===== config.mk =====
export PLATFORM = sky130hd
export DESIGN_NAME = button_render_ctrl_flat
export DESIGN_NICKNAME = d
export VERILOG_FILES = /design/src/rtl/button_render_ctrl_if.sv /design/src/rtl/button_render_ctrl.sv /design/src/flat_wrapper.sv
export SDC_FILE = /design/constraint.sdc
export NUM_CORES = 1
export LEC_CHECK = 0
export BUFFER_PORTS_ARGS = -buffer_cell sky130_fd_sc_hd__clkbuf_2
export CORE_MARGIN = 2
export CORE_UTILIZATION = 30
export CTS_CLUSTER_SIZE = 25
export DETAILED_ROUTE_END_ITERATION = 8
export SYNTH_ARGS = -nofsm -noshare
export SYNTH_HDL_FRONTEND = slang
export SYNTH_SLANG_ARGS = --single-unit

===== constraint.sdc =====
create_clock -name pclk -period 2.5 [get_ports pclk]
set_clock_uncertainty 0.15 [all_clocks]
set_input_delay 0.5 -clock pclk [delete_from_list [all_inputs] [get_ports pclk]]
set_output_delay 0.5 -clock pclk [all_outputs]
set_load 0.03 [all_outputs]

===== src/rtl/button_render_ctrl_if.sv =====
// Pixel stream bundle for the VGA pipeline: coordinates, sync, blanking and colour.
interface button_render_ctrl_if;
    logic [10:0] hcount;
    logic [10:0] vcount;
    logic        hsync;
    logic        vsync;
    logic        hblnk;
    logic        vblnk;
    logic [11:0] rgb;

    modport master (output hcount, vcount, hsync, vsync, hblnk, vblnk, rgb);
    modport slave  (input  hcount, vcount, hsync, vsync, hblnk, vblnk, rgb);
endinterface


===== src/rtl/button_render_ctrl.sv =====
// Button row renderer: drives the shared label ROM, overlays it on the pixel
// stream with 2-cycle latency, and turns mouse clicks into press pulses + flash.
module button_render_ctrl #(
    parameter int unsigned NUM_BTN         = 4,
    parameter int unsigned BTN_X0          = 64,
    parameter int unsigned BTN_Y0          = 400,
    parameter int unsigned BTN_W           = 128,
    parameter int unsigned BTN_H           = 32,
    parameter int unsigned BTN_GAP         = 32,
    parameter int unsigned ROM_WIDTH_SIZE  = 8,
    parameter int unsigned ROM_HEIGHT_SIZE = 8,
    parameter int unsigned FLASH_CYCLES    = 6500000
) (
    input  logic                                     pclk,
    input  logic                                     rst_n,
    input  logic                                     enable,
    button_render_ctrl_if.slave                      vid_in,
    button_render_ctrl_if.master                     vid_out,
    input  logic [11:0]                              mouse_xpos,
    input  logic [11:0]                              mouse_ypos,
    input  logic                                     mouse_left,
    output logic [ROM_WIDTH_SIZE+ROM_HEIGHT_SIZE-1:0] rom_address,
    input  logic [11:0]                              rom_rgb,
    output logic [NUM_BTN-1:0]                       btn_pressed,
    output logic                                     busy
);

    localparam int unsigned ADDR_W = ROM_WIDTH_SIZE + ROM_HEIGHT_SIZE;
    localparam int unsigned IDX_W  = (NUM_BTN > 1) ? $clog2(NUM_BTN) : 1;
    localparam int unsigned CNT_W  = (FLASH_CYCLES > 1) ? $clog2(FLASH_CYCLES) : 1;
    localparam int unsigned PITCH  = BTN_W + BTN_GAP;

    typedef enum logic {
        ST_IDLE  = 1'b0,
        ST_FLASH = 1'b1
    } state_t;

    function automatic int unsigned btn_left(input int unsigned idx);
        return BTN_X0 + idx * PITCH;
    endfunction

    // Returns {hit, index}; coordinates with bit 11 set are off-screen and never hit.
    function automatic logic [IDX_W:0] hit_test(input logic [11:0] x, input logic [11:0] y);
        logic [IDX_W:0] res;
        res = '0;
        if (!x[11] && !y[11] && (32'(y) >= BTN_Y0) && (32'(y) < BTN_Y0 + BTN_H)) begin
            for (int unsigned i = 0; i < NUM_BTN; i++) begin
                if ((32'(x) >= btn_left(i)) && (32'(x) < btn_left(i) + BTN_W)) begin
                    res = {1'b1, IDX_W'(i)};
                end
            end
        end
        return res;
    endfunction

    logic [IDX_W:0]             w_pix_hit_res;
    logic                       w_pix_hit;
    logic [IDX_W-1:0]           w_pix_idx;
    logic [ROM_WIDTH_SIZE-1:0]  w_addrx;
    logic [ROM_HEIGHT_SIZE-1:0] w_addry;
    logic [IDX_W:0]             w_m_hit_res;
    logic                       w_m_hit;
    logic [IDX_W-1:0]           w_m_idx;
    logic                       w_click;

    always_comb begin
        w_pix_hit_res = hit_test({1'b0, vid_in.hcount}, {1'b0, vid_in.vcount});
        w_pix_hit     = w_pix_hit_res[IDX_W];
        w_pix_idx     = w_pix_hit_res[IDX_W-1:0];
        w_addrx       = ROM_WIDTH_SIZE'(32'(vid_in.hcount) - btn_left(32'(w_pix_idx)));
        w_addry       = ROM_HEIGHT_SIZE'(32'(w_pix_idx) * BTN_H + 32'(vid_in.vcount) - BTN_Y0);
        w_m_hit_res   = hit_test(mouse_xpos, mouse_ypos);
        w_m_hit       = w_m_hit_res[IDX_W];
        w_m_idx       = w_m_hit_res[IDX_W-1:0];
    end

    logic r_mouse_left_d;
    assign w_click = mouse_left & ~r_mouse_left_d;

    // Stage 1: decode geometry, address the ROM, delay the stream once.
    logic [10:0]       r_hcount_d1, r_vcount_d1;
    logic              r_hsync_d1, r_vsync_d1, r_hblnk_d1, r_vblnk_d1;
    logic [11:0]       r_rgb_d1;
    logic              r_hit_d1;
    logic [IDX_W-1:0]  r_idx_d1;
    logic [ADDR_W-1:0] r_rom_address;

    always_ff @(posedge pclk or negedge rst_n) begin
        if (!rst_n) begin
            r_hcount_d1   <= '0;
            r_vcount_d1   <= '0;
            r_hsync_d1    <= 1'b0;
            r_vsync_d1    <= 1'b0;
            r_hblnk_d1    <= 1'b0;
            r_vblnk_d1    <= 1'b0;
            r_rgb_d1      <= '0;
            r_hit_d1      <= 1'b0;
            r_idx_d1      <= '0;
            r_rom_address <= '0;
        end else begin
            r_hcount_d1 <= vid_in.hcount;
            r_vcount_d1 <= vid_in.vcount;
            r_hsync_d1  <= vid_in.hsync;
            r_vsync_d1  <= vid_in.vsync;
            r_hblnk_d1  <= vid_in.hblnk;
            r_vblnk_d1  <= vid_in.vblnk;
            r_rgb_d1    <= vid_in.rgb;
            r_hit_d1    <= w_pix_hit;
            r_idx_d1    <= w_pix_idx;
            if (w_pix_hit) begin
                r_rom_address <= {w_addry, w_addrx};
            end
        end
    end

    state_t             r_state;
    logic [CNT_W-1:0]   r_cnt;
    logic [IDX_W-1:0]   r_flash_idx;
    logic               r_busy;
    logic [NUM_BTN-1:0] r_btn_pressed;

    // Stage 2: compose the pixel with the ROM data valid during stage 1.
    logic [10:0] r_hcount_d2, r_vcount_d2;
    logic        r_hsync_d2, r_vsync_d2, r_hblnk_d2, r_vblnk_d2;
    logic [11:0] r_rgb_out;

    always_ff @(posedge pclk or negedge rst_n) begin
        if (!rst_n) begin
            r_hcount_d2 <= '0;
            r_vcount_d2 <= '0;
            r_hsync_d2  <= 1'b0;
            r_vsync_d2  <= 1'b0;
            r_hblnk_d2  <= 1'b0;
            r_vblnk_d2  <= 1'b0;
            r_rgb_out   <= '0;
        end else begin
            r_hcount_d2 <= r_hcount_d1;
            r_vcount_d2 <= r_vcount_d1;
            r_hsync_d2  <= r_hsync_d1;
            r_vsync_d2  <= r_vsync_d1;
            r_hblnk_d2  <= r_hblnk_d1;
            r_vblnk_d2  <= r_vblnk_d1;
            if (r_hblnk_d1 || r_vblnk_d1) begin
                r_rgb_out <= '0;
            end else if (r_hit_d1 && (r_state == ST_FLASH) && (r_idx_d1 == r_flash_idx)) begin
                r_rgb_out <= ~rom_rgb;
            end else if (r_hit_d1) begin
                r_rgb_out <= rom_rgb;
            end else begin
                r_rgb_out <= r_rgb_d1;
            end
        end
    end

    // Click FSM: one press pulse on entry to FLASH; clicks ignored until the flash expires.
    always_ff @(posedge pclk or negedge rst_n) begin
        if (!rst_n) begin
            r_state        <= ST_IDLE;
            r_cnt          <= '0;
            r_flash_idx    <= '0;
            r_busy         <= 1'b0;
            r_btn_pressed  <= '0;
            r_mouse_left_d <= 1'b0;
        end else begin
            r_mouse_left_d <= mouse_left;
            r_btn_pressed  <= '0;
            case (r_state)
                ST_IDLE: begin
                    r_busy <= 1'b0;
                    if (w_click && enable && w_m_hit) begin
                        r_btn_pressed <= NUM_BTN'(1) << w_m_idx;
                        r_flash_idx   <= w_m_idx;
                        r_cnt         <= '0;
                        r_busy        <= 1'b1;
                        r_state       <= ST_FLASH;
                    end
                end
                ST_FLASH: begin
                    if (r_cnt == CNT_W'(FLASH_CYCLES - 1)) begin
                        r_busy  <= 1'b0;
                        r_state <= ST_IDLE;
                    end else begin
                        r_busy <= 1'b1;
                        r_cnt  <= r_cnt + CNT_W'(1);
                    end
                end
                default: begin
                    r_busy  <= 1'b0;
                    r_state <= ST_IDLE;
                end
            endcase
        end
    end

    assign vid_out.hcount = r_hcount_d2;
    assign vid_out.vcount = r_vcount_d2;
    assign vid_out.hsync  = r_hsync_d2;
    assign vid_out.vsync  = r_vsync_d2;
    assign vid_out.hblnk  = r_hblnk_d2;
    assign vid_out.vblnk  = r_vblnk_d2;
    assign vid_out.rgb    = r_rgb_out;
    assign rom_address    = r_rom_address;
    assign btn_pressed    = r_btn_pressed;
    assign busy           = r_busy;

endmodule


===== src/flat_wrapper.sv =====
// flat-port wrapper written by rule: the top's interface ports become plain ports
module button_render_ctrl_flat 
#(
    parameter int unsigned NUM_BTN         = 4,
    parameter int unsigned BTN_X0          = 64,
    parameter int unsigned BTN_Y0          = 400,
    parameter int unsigned BTN_W           = 128,
    parameter int unsigned BTN_H           = 32,
    parameter int unsigned BTN_GAP         = 32,
    parameter int unsigned ROM_WIDTH_SIZE  = 8,
    parameter int unsigned ROM_HEIGHT_SIZE = 8,
    parameter int unsigned FLASH_CYCLES    = 6500000
)
  (pclk, rst_n, enable, mouse_xpos, mouse_ypos, mouse_left, rom_address, rom_rgb, btn_pressed, busy, vid_in_hcount, vid_in_vcount, vid_in_hsync, vid_in_vsync, vid_in_hblnk, vid_in_vblnk, vid_in_rgb, vid_out_hcount, vid_out_vcount, vid_out_hsync, vid_out_vsync, vid_out_hblnk, vid_out_vblnk, vid_out_rgb);
  button_render_ctrl_if vid_in_i ();
  button_render_ctrl_if vid_out_i ();
  input  logic pclk;
  input  logic rst_n;
  input  logic enable;
  input  logic [11:0] mouse_xpos;
  input  logic [11:0] mouse_ypos;
  input  logic mouse_left;
  output logic [ROM_WIDTH_SIZE+ROM_HEIGHT_SIZE-1:0] rom_address;
  input  logic [11:0] rom_rgb;
  output logic [NUM_BTN-1:0] btn_pressed;
  output logic busy;
  input wire logic [$bits(vid_in_i.hcount)-1:0] vid_in_hcount;
  input wire logic [$bits(vid_in_i.vcount)-1:0] vid_in_vcount;
  input wire logic [$bits(vid_in_i.hsync)-1:0] vid_in_hsync;
  input wire logic [$bits(vid_in_i.vsync)-1:0] vid_in_vsync;
  input wire logic [$bits(vid_in_i.hblnk)-1:0] vid_in_hblnk;
  input wire logic [$bits(vid_in_i.vblnk)-1:0] vid_in_vblnk;
  input wire logic [$bits(vid_in_i.rgb)-1:0] vid_in_rgb;
  output wire logic [$bits(vid_out_i.hcount)-1:0] vid_out_hcount;
  output wire logic [$bits(vid_out_i.vcount)-1:0] vid_out_vcount;
  output wire logic [$bits(vid_out_i.hsync)-1:0] vid_out_hsync;
  output wire logic [$bits(vid_out_i.vsync)-1:0] vid_out_vsync;
  output wire logic [$bits(vid_out_i.hblnk)-1:0] vid_out_hblnk;
  output wire logic [$bits(vid_out_i.vblnk)-1:0] vid_out_vblnk;
  output wire logic [$bits(vid_out_i.rgb)-1:0] vid_out_rgb;
  assign vid_in_i.hcount = vid_in_hcount;
  assign vid_in_i.vcount = vid_in_vcount;
  assign vid_in_i.hsync = vid_in_hsync;
  assign vid_in_i.vsync = vid_in_vsync;
  assign vid_in_i.hblnk = vid_in_hblnk;
  assign vid_in_i.vblnk = vid_in_vblnk;
  assign vid_in_i.rgb = vid_in_rgb;
  assign vid_out_hcount = vid_out_i.hcount;
  assign vid_out_vcount = vid_out_i.vcount;
  assign vid_out_hsync = vid_out_i.hsync;
  assign vid_out_vsync = vid_out_i.vsync;
  assign vid_out_hblnk = vid_out_i.hblnk;
  assign vid_out_vblnk = vid_out_i.vblnk;
  assign vid_out_rgb = vid_out_i.rgb;
  button_render_ctrl #(.NUM_BTN(NUM_BTN), .BTN_X0(BTN_X0), .BTN_Y0(BTN_Y0), .BTN_W(BTN_W), .BTN_H(BTN_H), .BTN_GAP(BTN_GAP), .ROM_WIDTH_SIZE(ROM_WIDTH_SIZE), .ROM_HEIGHT_SIZE(ROM_HEIGHT_SIZE), .FLASH_CYCLES(FLASH_CYCLES)) u_core (.pclk(pclk), .rst_n(rst_n), .enable(enable), .vid_in(vid_in_i), .vid_out(vid_out_i), .mouse_xpos(mouse_xpos), .mouse_ypos(mouse_ypos), .mouse_left(mouse_left), .rom_address(rom_address), .rom_rgb(rom_rgb), .btn_pressed(btn_pressed), .busy(busy));
endmodule

==> impl_metrics.csv, run 1 <==
group,metric,value,unit
status,status,"complete, no violations",
floorplan,die_width,134.6,um
yosys,synth_fp_nets,520,
yosys,synth_flop_cell,"dfrtp_1",
timing,worst_hold_slack,46.24,ps
timing,setup_ws,32.73,ps
placed_design,dpl.hpwl,8.770,mm
placed_design,gp_congestion,0.7659,
global_routing,antenna_found_initial,0,
yosys,yosys.area.top_type,"dfrtp_1",
final_layout,regArea,3153,um2
final_layout,fill_cells,1570,
clock_network,clock-sinks,126,
critical_path,crit_arrival,2610,ps
yosys,synth-seq-cells,126,
power,power_frac_seq,41.4,%
routing,remaining_drc_errors,0,
final_layout,final_cell_mix,"126 x dfrtp_1, 124 x clkbuf_2, 34 x buf_4, 28 x nor2_1, 27 x nand2_1",
global_routing,grt.overflow.total,0,
global_routing,grt_max_degree,55,
yosys,synthMuxAreaShare,2.494,%
worst_hold_path,hold_class,"input pin to flop",
final_layout,fin_util,42.10,%
yosys,synth_top_family_by_area,"simple AND/OR/NAND/NOR gates",
clock_network,cts_buffer_depth,2,
power,p_comb_share,15.9,%
yosys,synthAdderAreaFrac,3.571,%
timing,slew_viol_final,0,
routing,ant_nets,0,
critical_path,startpoint_type,"input pin",
yosys,synth-compound-area-share,10.22,%
clock_network,cts_root_buf,"clkbuf_16",
timing,fmax,405.3,MHz
yosys,syn-instance-count,428,
floorplan,io_pins,137,
critical_path,critPathSlowestCell,"or3_1",
yosys,yosysTopAreaCellShare,61.63,%
floorplan,start_util,30.74,%
power,powerDensity,805.6,nW/um2
timing,grt_setup_unrepaired,"true",
final_layout,nets,687,
clock_network,cts_max_level,4,
routing,num_vias,3803,
yosys,syn-cell-area,5116,um2
routing,totalWireLength,11.96,mm
power,clockPowerShare,42.7,%
critical_path,cp_cell_sequence,"buf_6 > or3_1 > a32oi_2 > or2_4 > inv_2 > ha_4 > inv_2 > ha_4 > a21o_1 > a31o_2 > and3_1 > o31a_1",
clock_network,cts_tree,"built",
final_layout,layout_commonest_cell,"dfrtp_1",
global_routing,grtUsageTotal,13.77,%
floorplan,die_h,134.6,um
yosys,synth_edf_count,0,
final_layout,syn_to_final_growth,36.95,%
yosys,synth_simple_gate_area_share,13.89,%
timing,hold_violations,0,
routing,wl_per_cell,14.45,um
critical_path,critPathMaxStageDelay,380,ps
critical_path,worstPathRequired,2640,ps
timing,worst_slew_pin_slew,505.8,ps
flow_run,drv_cap,0,
yosys,seq_area_frac_synth,61.63,%
yosys,synthArstFlopShare,100.0,%
yosys,synth-xor-area-share,4.965,%
timing,setup_viol,0,
power,power_switching,1.592,mW
routing,drt_iter0_drc,276,
yosys,syn_area_per_cell,11.95,um2
global_routing,grt_pass1_wl,19.55,mm
yosys,yosysWarnings,0,
critical_path,crit_path_end_kind,"flop",
power,p_sw_share,28.21,%
routing,via_per_inst,4.593,
clock_network,cts_made_buffers,17,
routing,dr.pass1.iters,4,
placed_design,port_buffers,127,
timing,fin_crit,2467,ps
clock_network,insertion_delay,410,ps
timing,min_period_over_period,98.69,%
power,p_int,4.052,mW
final_layout,multiInputGateArea,1933,um2
clock_network,cts.clk_slew.worst_paths,60,ps
floorplan,rows,47,
final_layout,antennaDiodeCount,0,
floorplan,core_area,16640,um2
critical_path,cp_max_fo,3,
yosys,synth_area_leaders,"dfrtp_1 62%, a211oi_1 3.5%, ha_1 3.2%",
power,peakVddDrop,0.4596,mV
critical_path,crit_type,"input pin to flop",
global_routing,grt_pass1_vias,4051,
placed_design,place_ws,-474.8,ps
final_layout,drive_gt1_share,38.49,%
timing,relSlewSlack,66.28,%
floorplan,dieArea,18110,um2
yosys,synth.distinct_cells,54,
power,leakage,3.317,nW
registers in the layout (all words and copies together) (netlist names):
name / flops
u_core.r_idx_d1: 2
u_core.r_cnt: 23
u_core.r_hblnk_d1: 1
u_core.rom_address: 16
u_core.vid_out.vblnk: 1
u_core.vid_out.vcount: 11
u_core.vid_out.hsync: 1
u_core.vid_out.rgb: 12
u_core.r_rgb_d1: 12
u_core.r_vcount_d1: 11
u_core.btn_pressed: 4
u_core.vid_out.vsync: 1
u_core.r_state: 1
u_core.vid_out.hblnk: 1
u_core.r_hcount_d1: 11
u_core.r_vblnk_d1: 1
u_core.r_hsync_d1: 1
u_core.r_vsync_d1: 1
u_core.r_mouse_left_d: 1
u_core.r_hit_d1: 1
u_core.r_flash_idx: 2
u_core.vid_out.hcount: 11
synth_stat cells, drive strengths merged (7+ instances only):
library cell / instances
nand4: 11
nor2b: 17
a21oi: 7
xnor2: 15
a211oi: 24
o21ai: 21
xor2: 14
nor2: 29
clkbuf: 13
nand2: 28
inv: 20
nand3: 9
dfrtp: 126
ha: 13
routing by layer:
metal	share of wire (%)	global-route usage (%)	vias to the layer above	wire length (um)
li1	-	-	1836	-
met1	41	16.14	1835	4954
met2	51	23.30	109	6130
met3	4.9	4.429	23	592
met4	2.4	5.789	0	287
met5	0	0	-	0
worst max-delay path, delay by kind of cell:
kind            cells  cell delay (ps)
compound gates      4              790
simple gates        3              690
buf+inv             3              180
fa+ha+maj           2              450
path summary, 6_finish.rpt:
path,startpoint,slack [ps],end,depth (start not counted)
min in group asynchronous,rst_n,460,u_core.r_cnt[12]$_DFFE_PN0P_,2
max,vid_in_hcount[6],30,u_core.rom_address[7]$_DFFE_PN0P_,12
min,vid_in_vsync,50,u_core.r_vsync_d1$_DFF_PN0_,1
max reg2reg,u_core.r_cnt[18]$_DFFE_PN0P_,150,u_core.r_cnt[22]$_DFFE_PN0P_,6
max in group asynchronous,rst_n,1020,u_core.vid_out.hcount[9]$_DFF_PN0_,3
min reg2reg,u_core.r_vcount_d1[0]$_DFF_PN0_,200,u_core.vid_out.vcount[0]$_DFF_PN0_,0
logic make-up (layout without fill, tap and decap cells):
kind of cell | count (synthesis) | count (layout)
compound gates | 76 | 76
simple gates | 134 | 134
mux | 12 | 12
flops | 126 | 126
fa+ha+maj | 14 | 14
xor+xnor | 29 | 29
buf+inv | 37 | 217
final cells by class:
type | instances | share of cell area, %
clock buffer | 18 | 6.125
clock inverter | 14 | 2.268
tap | 220 | 3.929
timing repair buffer | 165 | 13.98
sequential | 126 | 45.00
multi-input combinational | 265 | 27.59
inverter | 20 | 1.107
power by group through the flow:
| stage | registers, mW | clock network [mW] | logic, mW |
|---|---|---|---|
| 4_1_cts | 2.33 | 2.49 | 0.895 |
| 2_1_floorplan | 2.46 | 0 | 0.446 |
| 3_3_place_gp | 2.36 | 0 | 0.859 |
| 5_1_grt | 2.36 | 2.57 | 0.995 |
| 6_report | 2.33 | 2.41 | 0.899 |
| 3_5_place_dp | 2.37 | 0 | 0.884 |
timing repair:
action / in CTS / in global routing
endpoints found under the hold margin: 52 / 0
setup buffers: 0 / 2
hold buffers: 1 / 0
pin swaps: 0 / 10
endpoints found under the setup margin: 2 / 4
gates resized for setup: 4 / 14
stage by stage:
stage	total power [mW]	setup TNS (ps)	cells	area [um2]
final	5.645	0	828	7007
after CTS	5.720	0	826	6937
after floorplan	2.907	-387.1	428	5204
after global routing	5.925	-60.40	828	7007
after global placement	3.220	-1325	793	6319
after detailed placement	3.251	-1731	793	6319
Power figures use the tool's default switching activity.
==> run 2, diff against run 1 <==
CORE_MARGIN = 5   (was 2)
RECOVER_POWER = 50   (was not set)
==> impl_metrics.csv, run 2 (same netlist as run 1, synthesis figures left out) <==
group,metric,value,unit
timing,hold_violations,0,
power,leakage,3.264,nW
global_routing,grt_pass1_vias,4068,
worst_hold_path,worstHoldStart,"vid_in_vsync",
placed_design,gp_congestion,0.8655,
final_layout,largest_register_ffs,23,
placed_design,dpl.hpwl,9.072,mm
floorplan,die_width,140.6,um
floorplan,die_h,140.6,um
floorplan,io_pins,137,
clock_network,cts_max_level,4,
clock_network,cts_root_buf,"clkbuf_16",
power,peakVddDrop,0.4863,mV
global_routing,grtUsageTotal,13.06,%
power,powerDensity,833.0,nW/um2
routing,ant_nets,0,
timing,setup_viol,0,
critical_path,crit_type,"input pin to flop",
routing,dr.pass1.iters,4,
clock_network,clock-sinks,126,
routing,totalWireLength,12.19,mm
routing,wl_per_cell,14.72,um
clock_network,cts_buffer_depth,2,
critical_path,worstPathRequired,2650,ps
final_layout,antennaDiodeCount,0,
final_layout,nets,687,
global_routing,grt_max_degree,53,
floorplan,dieArea,19770,um2
final_layout,drive_gt1_share,34.87,%
critical_path,crit_path_end_kind,"flop",
final_layout,top_register,"u_core.r_cnt",
routing,via_per_inst,4.611,
critical_path,startpoint_type,"input pin",
floorplan,rows,47,
critical_path,rrSetupSlack,150,ps
placed_design,port_buffers,127,
timing,min_period_over_period,98.41,%
final_layout,layout_commonest_cell,"dfrtp_1",
status,status,"complete, no violations",
floorplan,core_area,16640,um2
global_routing,grt.overflow.total,0,
timing,fmax,406.5,MHz
critical_path,crit_arrival,2610,ps
global_routing,antenna_found_initial,0,
worst_hold_path,hold_class,"input pin to flop",
critical_path,cp_max_fo,3,
clock_network,cts.clk_slew.worst_paths,60,ps
timing,worst_slew_pin_slew,1346,ps
clock_network,cts_tree,"built",
routing,drt_iter0_drc,180,
timing,relSlewSlack,10.28,%
routing,remaining_drc_errors,0,
final_layout,fin_util,41.65,%
critical_path,cp-startpoint,"vid_in_hcount[10]",
clock_network,cts_made_buffers,17,
final_layout,final_cell_mix,"126 x dfrtp_1, 115 x clkbuf_2, 28 x nand2_1, 28 x nor2_1, 28 x buf_4",
final_layout,syn_to_final_growth,35.49,%
routing,num_vias,3818,
global_routing,grt_pass1_wl,20.58,mm
clock_network,insertion_delay,420,ps
clock_network,post-cts-setup-buffers,0,
timing,worst_hold_slack,36.27,ps
timing,fin_crit,2460,ps
timing,slew_viol_final,0,
critical_path,reg2reg_from,"u_core.r_cnt[18]$_DFFE_PN0P_",
floorplan,start_util,30.74,%
flow_run,drv_cap,0,
-- run 2: per-stage QoR --
stage	setup slack [ps]	TNS (ps)	instance area, um2	power, mW	std cells
2_1_floorplan	-238.1	-387.1	5204	2.907	428
3_3_place_gp	-370.5	-1976	6321	3.223	795
3_5_place_dp	-442.1	-2430	6321	3.251	795
4_1_cts	12.93	0	6954	5.865	828
5_1_grt	-2.067	-2.067	6932	6.086	828
6_report	39.81	0	6932	5.774	828
-- run 2: timing repair --
action                                  CTS  global route
hold endpoints to repair                 49             0
gates resized for setup                   0             4
hold buffers                              1             0
endpoints found under the setup margin    0             3
-- run 2: cell type report --
type	count	area [um2]
Timing Repair Buffer	165	905.9
Tap cell	220	275.3
Fill cell	1625	9711
Clock inverter	15	197.7
Inverter	20	75.07
Clock buffer	17	425.4
Multi-Input combinational cell	265	1899
Sequential cell	126	3153
-- run 2: final timing paths --
path                       cells past startpoint                                 end
max in group asynchronous                      3        u_core.r_rgb_d1[1]$_DFF_PN0_
hold / removal                                 1         u_core.r_vsync_d1$_DFF_PN0_
setup / recovery                              12   u_core.rom_address[7]$_DFFE_PN0P_
hold reg to reg                                0  u_core.vid_out.hcount[6]$_DFF_PN0_
min in group asynchronous                      2        u_core.r_cnt[19]$_DFFE_PN0P_
setup reg to reg                               6        u_core.r_cnt[11]$_DFFE_PN0P_
-- run 2: layer usage --
| layer | part of all wire [%] | global-route usage [%] | vias to the layer above | routed length (um) |
|---|---|---|---|---|
| met1 | 41 | 15.39 | 1848 | 4950 |
| met3 | 6.2 | 4.944 | 20 | 756 |
| met5 | 0 | 0 | - | 0 |
| met4 | 1.8 | 4.691 | 0 | 215 |
| met2 | 51 | 21.85 | 116 | 6265 |
| li1 | - | - | 1834 | - |
-- run 2: critical path: stages --
cell,delay [ps]
clkbuf_2,100
nor4b_2,270
nand4b_1,190
or2_4,280
inv_2,80
ha_4,200
inv_2,60
ha_4,190
a21o_1,150
a31o_2,220
and3_1,140
o31a_1,230
-- run 2: report_power, final --
part	total (mW)	leakage (nW)	internal [mW]	switching (mW)
sequential	2.34	1.49	2.21	0.127
clock	2.56	0.305	1.60	0.966
combinational	0.875	1.47	0.347	0.528
==> run 3, diff against run 2 <==
CELL_PAD_IN_SITES_DETAIL_PLACEMENT = 0   (was not set)
CELL_PAD_IN_SITES_GLOBAL_PLACEMENT = 1   (was not set)
PLACE_DENSITY_LB_ADDON = 0.1   (was not set)
==> impl_metrics.csv, run 3 (same netlist as run 1, synthesis figures left out) <==
group,metric,value,unit
worst_hold_path,min_path_cells,1,
final_layout,stdcell_area,7036,um2
timing,slew_viol_final,0,
timing,hold_violations,0,
floorplan,io_pins,137,
global_routing,antenna_found_initial,1,
final_layout,instances_no_fill,836,
global_routing,grt_pass1_vias,4038,
placed_design,post_dp_cell_area,6357,um2
final_layout,fill_cells,1639,
critical_path,cp-startpoint,"vid_in_hcount[5]",
routing,dr.pass1.iters,4,
power,peakVddDrop,0.5106,mV
global_routing,grt.overflow.total,0,
floorplan,die_width,140.6,um
clock_network,cts_max_level,4,
placed_design,dp.cells,799,
status,status,"complete, no violations",
floorplan,rows,47,
final_layout,antennaDiodeCount,0,
flow_run,drv_cap,0,
routing,via_per_inst,4.514,
final_layout,drive_gt1_share,36.20,%
timing,setup_viol,0,
routing,ant_nets,0,
critical_path,reg2reg_from,"u_core.r_cnt[18]$_DFFE_PN0P_",
final_layout,layout_commonest_cell,"dfrtp_1",
final_layout,final_cell_mix,"126 x dfrtp_1, 108 x clkbuf_2, 40 x buf_4, 28 x nand2_1, 28 x nor2_1",
clock_network,clock-sinks,126,
worst_hold_path,hold_class,"input pin to flop",
final_layout,syn_to_final_growth,37.52,%
critical_path,path_buf_inv,3,
critical_path,worstPathRequired,2650,ps
critical_path,crit_path_end_kind,"flop",
clock_network,cts_made_buffers,17,
clock_network,cts_tree,"built",
routing,wl_per_cell,15.23,um
global_routing,grt_max_degree,62,
critical_path,cp_cell_sequence,"buf_2 > or3_1 > a32oi_2 > or2_4 > inv_4 > ha_4 > inv_4 > ha_4 > a21o_1 > a31o_2 > and3_4 > o31a_1",
critical_path,crit_cells,12,
floorplan,start_util,30.74,%
timing,fin_crit,2460,ps
routing,remaining_drc_errors,0,
critical_path,cp_top_family,"compound AO/OA/AOI/OAI gates",
floorplan,dieArea,19770,um2
power,leakage,3.289,nW
placed_design,gp_congestion,0.8064,
placed_design,place_ws,-620.6,ps
floorplan,core_area,16640,um2
routing,num_vias,3774,
floorplan,die_h,140.6,um
critical_path,crit_arrival,2610,ps
timing,min_period_over_period,98.40,%
final_layout,nets,695,
timing,setup_ws,39.88,ps
global_routing,grtUsageTotal,13.64,%
final_layout,top_register,"u_core.r_cnt",
critical_path,cp_max_fo,5,
placed_design,port_buffers,127,
routing,drt_iter0_drc,123,
timing,worst_hold_slack,43.25,ps
clock_network,cts_buffer_depth,2,
clock_network,cts.clk_slew.worst_paths,60,ps
timing,fmax,406.5,MHz
final_layout,largest_register_ffs,23,
timing,grt_setup_unrepaired,"true",
clock_network,cts_root_buf,"clkbuf_16",
critical_path,critPathSlowestCell,"or3_1",
critical_path,startpoint_type,"input pin",
placed_design,dpl.hpwl,9.379,mm
global_routing,grt_pass1_wl,21.03,mm
clock_network,insertion_delay,410,ps
timing,worst_slew_pin_slew,737.0,ps
worst_hold_path,worstHoldStart,"vid_in_vsync",
critical_path,ff2ff_path_depth,6,
critical_path,critPathMaxStageDelay,360,ps
power,powerDensity,804.8,nW/um2
critical_path,crit_type,"input pin to flop",
timing,relSlewSlack,50.83,%
routing,totalWireLength,12.73,mm
[run 3: changes by cell type in the layout (fill, tap and decap cells not counted), sizes merged]
cell and change:
buf +16, bufinv -1, clkinv -3, inv -3
clkinvlp +4, clkbuf -5
[run 3: path summary, 6_finish.rpt]
check                                                     endpoint  slack [ps]
max in group asynchronous       u_core.rom_address[14]$_DFFE_PN0P_        1000
worst min register to register  u_core.vid_out.hcount[6]$_DFF_PN0_         200
worst max-delay path             u_core.rom_address[7]$_DFFE_PN0P_          40
worst min-delay path                   u_core.r_vsync_d1$_DFF_PN0_          40
min in group asynchronous          u_core.btn_pressed[0]$_DFF_PN0_         490
worst max register to register        u_core.r_cnt[11]$_DFFE_PN0P_         170
[run 3: report_power, final]
part	switching (mW)	internal [mW]	total [mW]
combinational	0.549	0.376	0.925
sequential	0.123	2.21	2.33
clock	0.907	1.50	2.41
[run 3: cell type report]
type / instances / area (um2) / share of cell area (%)
clock inverter: 12 / 135.1 / 1.921
sequential: 126 / 3153 / 44.82
timing repair buffer: 173 / 1005 / 14.28
tap: 220 / 275.3 / 3.913
multi-input combinational: 265 / 1938 / 27.55
clock buffer: 20 / 446.7 / 6.349
inverter: 20 / 82.58 / 1.174
[run 3: timing repair]
action,in CTS,in global routing
endpoints found under the hold margin,58,0
pin swaps,1,9
setup endpoints to repair,3,9
setup buffers,1,3
resized for setup,4,17
hold buffers,1,0
[run 3: layer usage]
metal	GRT usage (%)	up-vias	wire length [um]
li1	-	1858	-
met3	4.402	18	587
met1	16.20	1822	5338
met2	23.03	74	6585
met5	0	-	11
met4	5.252	2	209
[run 3: worst register-to-register path, delay by kind of cell (launching register included)]
family,cells,cell delay [ps]
simple gates,4,1190
flops,1,390
xor+xnor,1,170
compound gates,1,320
[run 3: metrics by stage]
stage / total power, mW / utilization, % / setup TNS (ps)
after floorplan: 2.907 / - / -387.1
after global placement: 3.283 / 38.20 / -2200
after detailed placement: 3.293 / 38.20 / -2796
after CTS: 5.755 / 41.98 / 0
after global routing: 5.972 / 42.28 / -66.58
final: 5.662 / 42.28 / 0
